$ cat src/rtl/sgdmac_read.sv
// Scatter-gather DMA read engine: splits {src_addr, byte_count} into AXI3 INCR bursts of up to 16 words and streams R data into the data FIFO.
// Latency: AR one cycle after accept; one beat per cycle; backpressure via fifo_full_i drops rready_o combinationally. Optional SGDMAC_READ_ERR_EN adds sticky err_o.
module sgdmac_read #(
    parameter logic [3:0] ID = 4'd0
) (
    input  logic        clk,
    input  logic        rst_n,
    output logic [3:0]  arid_o,
    output logic [31:0] araddr_o,
    output logic [3:0]  arlen_o,
    output logic [2:0]  arsize_o,
    output logic [1:0]  arburst_o,
    output logic        arvalid_o,
    input  logic        arready_i,
    input  logic [3:0]  rid_i,
    input  logic [31:0] rdata_i,
    input  logic [1:0]  rresp_i,
    input  logic        rlast_i,
    input  logic        rvalid_i,
    output logic        rready_o,
    input  logic        start_i,
    input  logic [47:0] cmd_i,
    output logic        done_o,
    input  logic        fifo_full_i,
    output logic        fifo_wren_o,
    output logic [31:0] fifo_wdata_o
`ifdef SGDMAC_READ_ERR_EN
    ,
    output logic        err_o
`endif
);

    typedef enum logic [1:0] {IDLE, ADDR_REQ, DATA_RX} state_t;

    state_t      state_q;
    logic [15:0] remain_q;
    logic [3:0]  beat_cnt_q;
    logic [31:0] araddr_q;
    logic [3:0]  arlen_q;

    logic [15:0] cmd_remain_d;
    logic [15:0] remain_d;
    logic        accept;
    logic        ar_hs;
    logic        r_hs;

    // Full 64-byte bursts while possible, otherwise exactly the words left.
    function automatic logic [3:0] burst_len(input logic [15:0] r);
        return (r >= 16'd64) ? 4'hF : (r[5:2] - 4'd1);
    endfunction

    assign cmd_remain_d = {cmd_i[15:2], 2'b00};
    assign remain_d     = remain_q - {9'd0, ({1'b0, arlen_q} + 5'd1), 2'b00};
    assign accept       = (state_q == IDLE) && start_i && (cmd_i[15:2] != 14'd0);
    assign ar_hs        = (state_q == ADDR_REQ) && arready_i;
    assign r_hs         = (state_q == DATA_RX) && rvalid_i && !fifo_full_i;

    assign arid_o       = ID;
    assign araddr_o     = araddr_q;
    assign arlen_o      = arlen_q;
    assign arsize_o     = 3'b010;
    assign arburst_o    = 2'b01;
    assign arvalid_o    = (state_q == ADDR_REQ);
    assign done_o       = (state_q == IDLE);
    assign rready_o     = (state_q == DATA_RX) && !fifo_full_i;
    assign fifo_wren_o  = r_hs;
    assign fifo_wdata_o = rdata_i;

    always_ff @(posedge clk) begin
        if (!rst_n) begin
            state_q    <= IDLE;
            remain_q   <= 16'd0;
            beat_cnt_q <= 4'd0;
            araddr_q   <= 32'd0;
            arlen_q    <= 4'd0;
        end else begin
            case (state_q)
                IDLE: begin
                    if (accept) begin
                        remain_q <= cmd_remain_d;
                        araddr_q <= cmd_i[47:16];
                        arlen_q  <= burst_len(cmd_remain_d);
                        state_q  <= ADDR_REQ;
                    end
                end
                ADDR_REQ: begin
                    if (ar_hs) begin
                        beat_cnt_q <= arlen_q;
                        remain_q   <= remain_d;
                        araddr_q   <= araddr_q + 32'd64;
                        state_q    <= DATA_RX;
                    end
                end
                DATA_RX: begin
                    if (r_hs) begin
                        beat_cnt_q <= beat_cnt_q - 4'd1;
                        if (beat_cnt_q == 4'd0) begin
                            if (remain_q == 16'd0) begin
                                state_q <= IDLE;
                            end else begin
                                arlen_q <= burst_len(remain_q);
                                state_q <= ADDR_REQ;
                            end
                        end
                    end
                end
                default: state_q <= IDLE;
            endcase
        end
    end

`ifdef SGDMAC_READ_ERR_EN
    logic err_q;
    logic err_hit;

    assign err_hit = r_hs && (rresp_i[1] || (rid_i != ID) || (rlast_i != (beat_cnt_q == 4'd0)));
    assign err_o   = err_q;

    always_ff @(posedge clk) begin
        if (!rst_n) begin
            err_q <= 1'b0;
        end else if (err_hit) begin
            err_q <= 1'b1;
        end else if (accept) begin
            err_q <= 1'b0;
        end
    end

    logic unused_in;
    assign unused_in = ^{cmd_i[1:0], rresp_i[0]};
`else
    // The data path trusts its own beat count; R sideband is not inspected.
    logic unused_in;
    assign unused_in = ^{cmd_i[1:0], rid_i, rresp_i, rlast_i};
`endif

endmodule
$ cat config.mk
export PLATFORM = sky130hd
export DESIGN_NAME = sgdmac_read
export DESIGN_NICKNAME = d
export VERILOG_FILES = /design/src/rtl/sgdmac_read.sv
export SDC_FILE = /design/constraint.sdc
export NUM_CORES = 1
export LEC_CHECK = 0
export ABC_AREA = 1
export CORE_ASPECT_RATIO = 1.75
export CORE_MARGIN = 2
export CORE_UTILIZATION = 33
export DETAILED_ROUTE_END_ITERATION = 10
export PLACE_DENSITY = 0.67
export SYNTH_ARGS = -nofsm -noshare
export SYNTH_HDL_FRONTEND = slang
export SYNTH_SLANG_ARGS = --single-unit
$ cat constraint.sdc
create_clock -name clk -period 2 [get_ports clk]
set_clock_uncertainty 0.1 [all_clocks]
set_input_delay 0.5 -clock clk [delete_from_list [all_inputs] [get_ports clk]]
set_output_delay 0.5 -clock clk [all_outputs]
set_load 0.01 [all_outputs]
==> metrics.txt <==
post-synthesis compound-gate area fraction 0.1511; share of synthesized cell area in and, or, nand and nor gates 0.3853; fraction of layout cells with a size suffix above 1 0.2098; Row Count between 50 and 60; top layer in use met4; final setup violation count 0; count of antenna diodes in the layout 0; share of the core filled with cells 0.4741; buffer levels on the longest clock path 2; Cell Area, Synth between 4000 and 5000 µm²; clock tree from TritonCTS yes; startpoint type of the worst setup path primary input; total area of multi-input combinational cells 2889 µm²; antenna violations before repair 0; detailed route wirelength on metal3 677 µm; Setup WS post-layout between 0.03 and 0.04 ns; Die Area between 10000 and 15000 µm²; number of cells on the worst reg-to-reg path 12; number of design-rule violations left by the first detailed-router iteration between 150 and 200; areal power density over the cells approximately 1500 nW/µm²; DRC viols 0; register cell area after layout between 1000 and 1500 µm²; wire length of the first global-routing pass about 23000 µm; via count of the first global-routing pass 4897; number of H-tree branching levels 2; number of clock buffers inserted by TritonCTS 5; routed vias/inst slightly below 5; GR Overflow Total 0; Die Span Y 157.8 µm; area of the core roughly 13000 µm²; WL met1 approximately 5300 µm; number of placed instances, taps included just over 1k; Unique masters post-synth 36; final critical-path share of the clock period 0.9838; part of the Yosys area used for sequential elements 0.2513; # IOs between 150 and 200; kind of capture point of the worst setup path flip-flop; Root Buffer Master sky130_fd_sc_hd__clkbuf_16; x dimension of the die 91.90 µm; worst setup path class in2reg; Worst-path clk slew about 0.070 ns; flip-flop and latch count after synthesis 56; WL met2 between 7000 and 8000 µm; xor and xnor area share after synthesis 0.01767; dominant combinational cell family by area after synthesis simple AND/OR/NAND/NOR gates; count of TritonRoute iterations in the first routing pass 4; biggest fanout along the worst timing path 5; Post-Syn Area per Cell about 6.0 µm²; final total negative setup slack 0 ns; final critical-path required period roughly 2.0 ns; Post-synth ARST share 0; Post-DRT Antenna Nets 0; Syn. warnings 0; Synth Area in Adders 0.03533; worst-skew pair later-pin latency 0.31 ns; average routed wire per standard cell 13.96 µm; Cell Chain, Critical Path clkdlybuf4s50_1, nor2_2, inv_2, nor2_4, nand2_4, a21oi_4, buf_12, clkbuf_16, nor2_1, nand2_1, a21oi_2; synthesized instance count 739; top achievable clock speed slightly above 0.5 GHz; number of pins exceeding their max-slew limit in the final report 0; count of flip-flops with a built-in enable after synthesis 0; half-perimeter wire length of the detailed placement result 10490 µm; gr usage total 0.1970; last weighted congestion value of the routability-driven placer ~0.9; CP peak stage delay about 0.43 ns; result of the run completed; number of max-capacitance violations reported 0; Post-synth top flop sky130_fd_sc_hd__dfxtp_1; Hold Violations, Final 0; RSZ-0062 raised after global routing yes; # port buffers between 90 and 100; effective utilization at floorplan 0.3352; Worst Hold Depth 2; mux contribution to synthesized area 0.002243; detailed-route wire length 14410 µm; class of the tightest hold or removal check reg2reg; pin count of the biggest net entering global routing 60; non-filler cells, final about 1.0k; slowest CP cell sky130_fd_sc_hd__clkdlybuf4s50_1; Lkg Pwr around 2.7 nW; number of vias in the routed layout 4997; synth-to-layout area growth 41.45%; data required time of the worst path between 2 and 2.5 ns; worst slack at placement -0.4743 ns; # fillers 1395; Worst Path Arrival about 2.1 ns; number of nets in the layout roughly 960; peak supply drop roughly 600 µV; clk sinks 56; final hold slack 0.3891 ns
layout by cell type (no fill, tap or decap), drive strengths merged:
| cell | n |
|---|---|
| a211oi | 1 |
| a21oi | 54 |
| a31oi | 3 |
| buf | 76 |
| clkbuf | 8 |
| clkdlybuf4s50 | 77 |
| clkinv | 1 |
| clkinvlp | 1 |
| conb | 9 |
| dfxtp | 56 |
| dlygate4sd2 | 5 |
| dlymetal6s2s | 7 |
| fa | 1 |
| ha | 11 |
| inv | 68 |
| mux2i | 1 |
| nand2 | 204 |
| nand3 | 55 |
| nand3b | 4 |
| nand4 | 7 |
| nor2 | 132 |
| nor3 | 1 |
| o211a | 1 |
| o21ai | 61 |
| o21bai | 1 |
| o22ai | 1 |
| or2 | 3 |
| xnor2 | 2 |
| xor2 | 7 |
through the flow:
stage	cell area, µm²	total power, mW
after global placement	5695	7.143
after CTS	6052	8.613
final	6311	9.165
after global routing	6311	9.998
after detailed placement	5695	7.225
after floorplan	4493	5.187
what timing repair did:
| action | in CTS | in global routing |
|---|---|---|
| hold buffers | 0 | 0 |
| pin swaps | 12 | 21 |
| endpoints found under the setup margin | 49 | 50 |
| gates cloned | 3 | 2 |
| setup buffers | 7 | 4 |
| resized for setup | 35 | 61 |
synth_stat cells (5+ instances only):
library cell | instances | area share
sky130_fd_sc_hd__ha_1 | 11 | 0.031
sky130_fd_sc_hd__buf_2 | 8 | 0.0090
sky130_fd_sc_hd__dfxtp_1 | 56 | 0.25
sky130_fd_sc_hd__xor2_1 | 7 | 0.014
sky130_fd_sc_hd__nand4_1 | 7 | 0.0098
sky130_fd_sc_hd__a21oi_2 | 10 | 0.020
sky130_fd_sc_hd__inv_2 | 5 | 0.0042
sky130_fd_sc_hd__o21ai_1 | 6 | 0.0067
sky130_fd_sc_hd__clkbuf_1 | 9 | 0.0076
sky130_fd_sc_hd__a21oi_1 | 43 | 0.048
sky130_fd_sc_hd__o21ai_0 | 55 | 0.062
sky130_fd_sc_hd__nand2_1 | 186 | 0.16
sky130_fd_sc_hd__inv_1 | 62 | 0.052
sky130_fd_sc_hd__nor2_1 | 126 | 0.11
sky130_fd_sc_hd__nand2_2 | 16 | 0.022
sky130_fd_sc_hd__nand3_1 | 55 | 0.062
sky130_fd_sc_hd__buf_4 | 42 | 0.071
report_power, final:
| part | total [mW] | switching, mW | internal [mW] | leakage [nW] |
|---|---|---|---|---|
| Sequential | 2.09 | 0.542 | 1.55 | 0.466 |
| Clock | 0.926 | 0.457 | 0.469 | 0.0702 |
| Combinational | 6.15 | 3.20 | 2.95 | 2.15 |
| Total | 9.17 | 4.20 | 4.97 | 2.69 |
kinds of logic after synthesis:
logic type                 Yosys count
and+or+nand+nor                    406
adders and majority gates           12
other                                2
muxes                                1
xor gates and xnor gates             9
AOI/OAI and AO/OA                  122
buffers and inverters              131
DFF                                 56
critical path: cells and delay by family:
family          cells  cell delay [ns]
compound gates      2             0.25
buf+inv             4             0.82
simple gates        5             0.47
path summary, 6_finish.rpt:
path | start | to | slack (ns)
setup / recovery | cmd_i[14] | araddr_o[21]$_SDFFE_PN0P_ | 0.03
hold / removal | araddr_o[2]$_SDFFE_PN0P_ | araddr_o[2]$_SDFFE_PN0P_ | 0.39
setup reg to reg | arlen_o[2]$_SDFFE_PN0P_ | remain_q[14]$_SDFFE_PN0P_ | 0.05
hold reg to reg | araddr_o[2]$_SDFFE_PN0P_ | araddr_o[2]$_SDFFE_PN0P_ | 0.39
sequential cells by signal, indices dropped and copies added, names as in the netlist:
name and flops:
arlen_o 4, state_q 2, remain_q 14, araddr_o 32
beat_cnt_q 4
layer usage:
| layer | vias up | global-route usage |
|---|---|---|
| met3 | 45 | 0.02142 |
| met2 | 151 | 0.4009 |
| li1 | 2551 | - |
| met4 | 0 | 0.08884 |
| met1 | 2250 | 0.1949 |
| met5 | - | 0 |
final cells by class:
class | instances | area share
Clock buffer | 5 | 0.01983
Inverter | 67 | 0.04025
Clock inverter | 3 | 0.003370
Timing Repair Buffer | 168 | 0.2641
Tap cell | 174 | 0.03450
Sequential cell | 56 | 0.1802
Multi-Input combinational cell | 559 | 0.4578
(Power assumes the default switching activity.)
==> RTL change, RTL diff (same settings) <==
The option `SGDMAC_READ_ERR_EN` is turned on by a define.
--- a/src/rtl/sgdmac_read.sv
+++ b/src/rtl/sgdmac_read.sv
@@ -1,5 +1,7 @@
 // Scatter-gather DMA read engine: splits {src_addr, byte_count} into AXI3 INCR bursts of up to 16 words and streams R data into the data FIFO.
 // Latency: AR one cycle after accept; one beat per cycle; backpressure via fifo_full_i drops rready_o combinationally. Optional SGDMAC_READ_ERR_EN adds sticky err_o.
+`define SGDMAC_READ_ERR_EN
+
 module sgdmac_read #(
     parameter logic [3:0] ID = 4'd0
 ) (
Formal check against the unedited RTL (old outputs only; new: err_o): equivalent (Yosys induction, for registers that start in step).
==> RTL change against the unedited design <==
Wire length increased by 2.6%; count of clock-buffer cells in the layout increased by 7; synthesized area stayed put; worst setup slack got worse by 0.029 ns; total power down 0.29%; synthesized cell count grew 0.81%; hold slack worse by 0.012 ns; cell area grew 0.65%; sequential cell count is 1 higher; critical endpoint is now remain_q[12]; largest power group unchanged.
==> RTL change: results (changes against the unedited design) <==
[synth]
synthDistinctLibCells=35  ; -2.8%
synth_area_leaders=dfxtp_1, nand2_1, nor2_1, buf_4, o21ai_0
synthXorXnorAreaFrac_pct=1.963  ; +0.20 points
synth_area_per_cell_um2=5.989  ; -0.81%

[global_route]
antenna_found_initial=1  ; +1
grt_pass1_vias=4828  ; -1.4%
grt_usage_pct=20.23  ; +0.53 points
grt_pass1_wl_mm=22.96  ; about the same

[worst_setup_path]
worstPathArrival_ns=2.09  ; +0.04 ns
r2r_slack_ns=0.004  ; -0.05 ns
crit_fanout=4  ; -1
worstSetupEndpoint=remain_q[12]

[drt]
via_per_inst=4.836  ; -0.13%
vias=5034  ; +0.74%
initialDrtViolationCount=312  ; +64%
first_pass_iters=6  ; +2

[layout]
fill_cells=1411  ; +1.1%
multi_input_comb_cells=558  ; -0.18%
antenna_cells=1  ; +1
signal_buffers=163  ; -3.0%
nClkBuffers=12  ; +7
multi_input_area_mm2=0.002809  ; -2.8%
inv_count=73  ; +9.0%
clkCellAreaFrac_pct=4.432  ; +2.1 points
final_nets=967  ; +0.52%

[placed_design]
dp_cells=1012  ; +0.30%
gp_congestion=0.9274  ; +4.2%
dpl-instance-area_mm2=0.005717  ; +0.37%
portBuffers=98  ; +7.7%

[clocking]
htreeDepth=3  ; +1
clock-sinks=57  ; +1.8%
cts_buffers=9  ; +4
insertion_delay_ns=0.33  ; +0.02 ns

[pwr]
switchingPower_uw=4057  ; -3.3%
power_uw=9139  ; -0.29%
cellLeakagePower_uw=0.002795  ; +4.0%

[run_status]
status=finished clean

-- RTL change: cell count changes after synthesis, moves of 2 or more --
cell,change
a21oi_1,+6
nor2_1,+7
inv_2,-3
nor2_2,+2
o21ai_0,+4
nand2_2,-11
nand3b_1,-4
nor3_1,+2
nand2_1,-4
inv_1,+8
nand4_1,-4
a21oi_2,-4
-- RTL change: what timing repair did --
action / 4_1_cts / 5_1_grt
gates resized for setup: 31 / 34
pin swaps: 7 / 14
endpoints found under the hold margin: 0 / 0
cloned: 2 / 1
setup buffers: 4 / 6
endpoints found under the setup margin: 40 / 35
-- RTL change: critical path: stages (launching register included) --
cell and delay (ns):
dfxtp_4 0.36, inv_1 0.06, ha_1 0.19, inv_1 0.08, fa_2 0.35, nand3_1 0.12, nand3_2 0.13, nand2_1 0.11
nand3_1 0.07, nand2_1 0.07, nand3_1 0.07, nand2_1 0.09, a21oi_2 0.05
-- RTL change: cells by family after synthesis --
group | Yosys count
flops | 57
compound gates | 127
simple gates | 399
fa+ha+maj | 12
xor+xnor | 10
buf+inv | 137
mux | 1
other cells | 2
-- RTL change: worst min path at each step --
stage                               end  slack, ns     startpoint  depth (start not counted)
after global routing              err_o       0.40          err_o                          2
after CTS                         err_o       0.38          err_o                          2
after detailed placement          err_o       0.36          err_o                          2
after global placement            err_o       0.36          err_o                          2
after floorplan           beat_cnt_q[2]       0.35  beat_cnt_q[2]                          2
final                             err_o       0.38          err_o                          2
-- RTL change: per-layer routing --
metal / vias to the layer above / routed length [um] / global-route usage (%)
met4: 0 / 801 / 13.43
met1: 2273 / 5182 / 19.18
met5: - / 0 / 0
met3: 64 / 639 / 3.284
li1: 2560 / - / -
met2: 137 / 8162 / 39.25
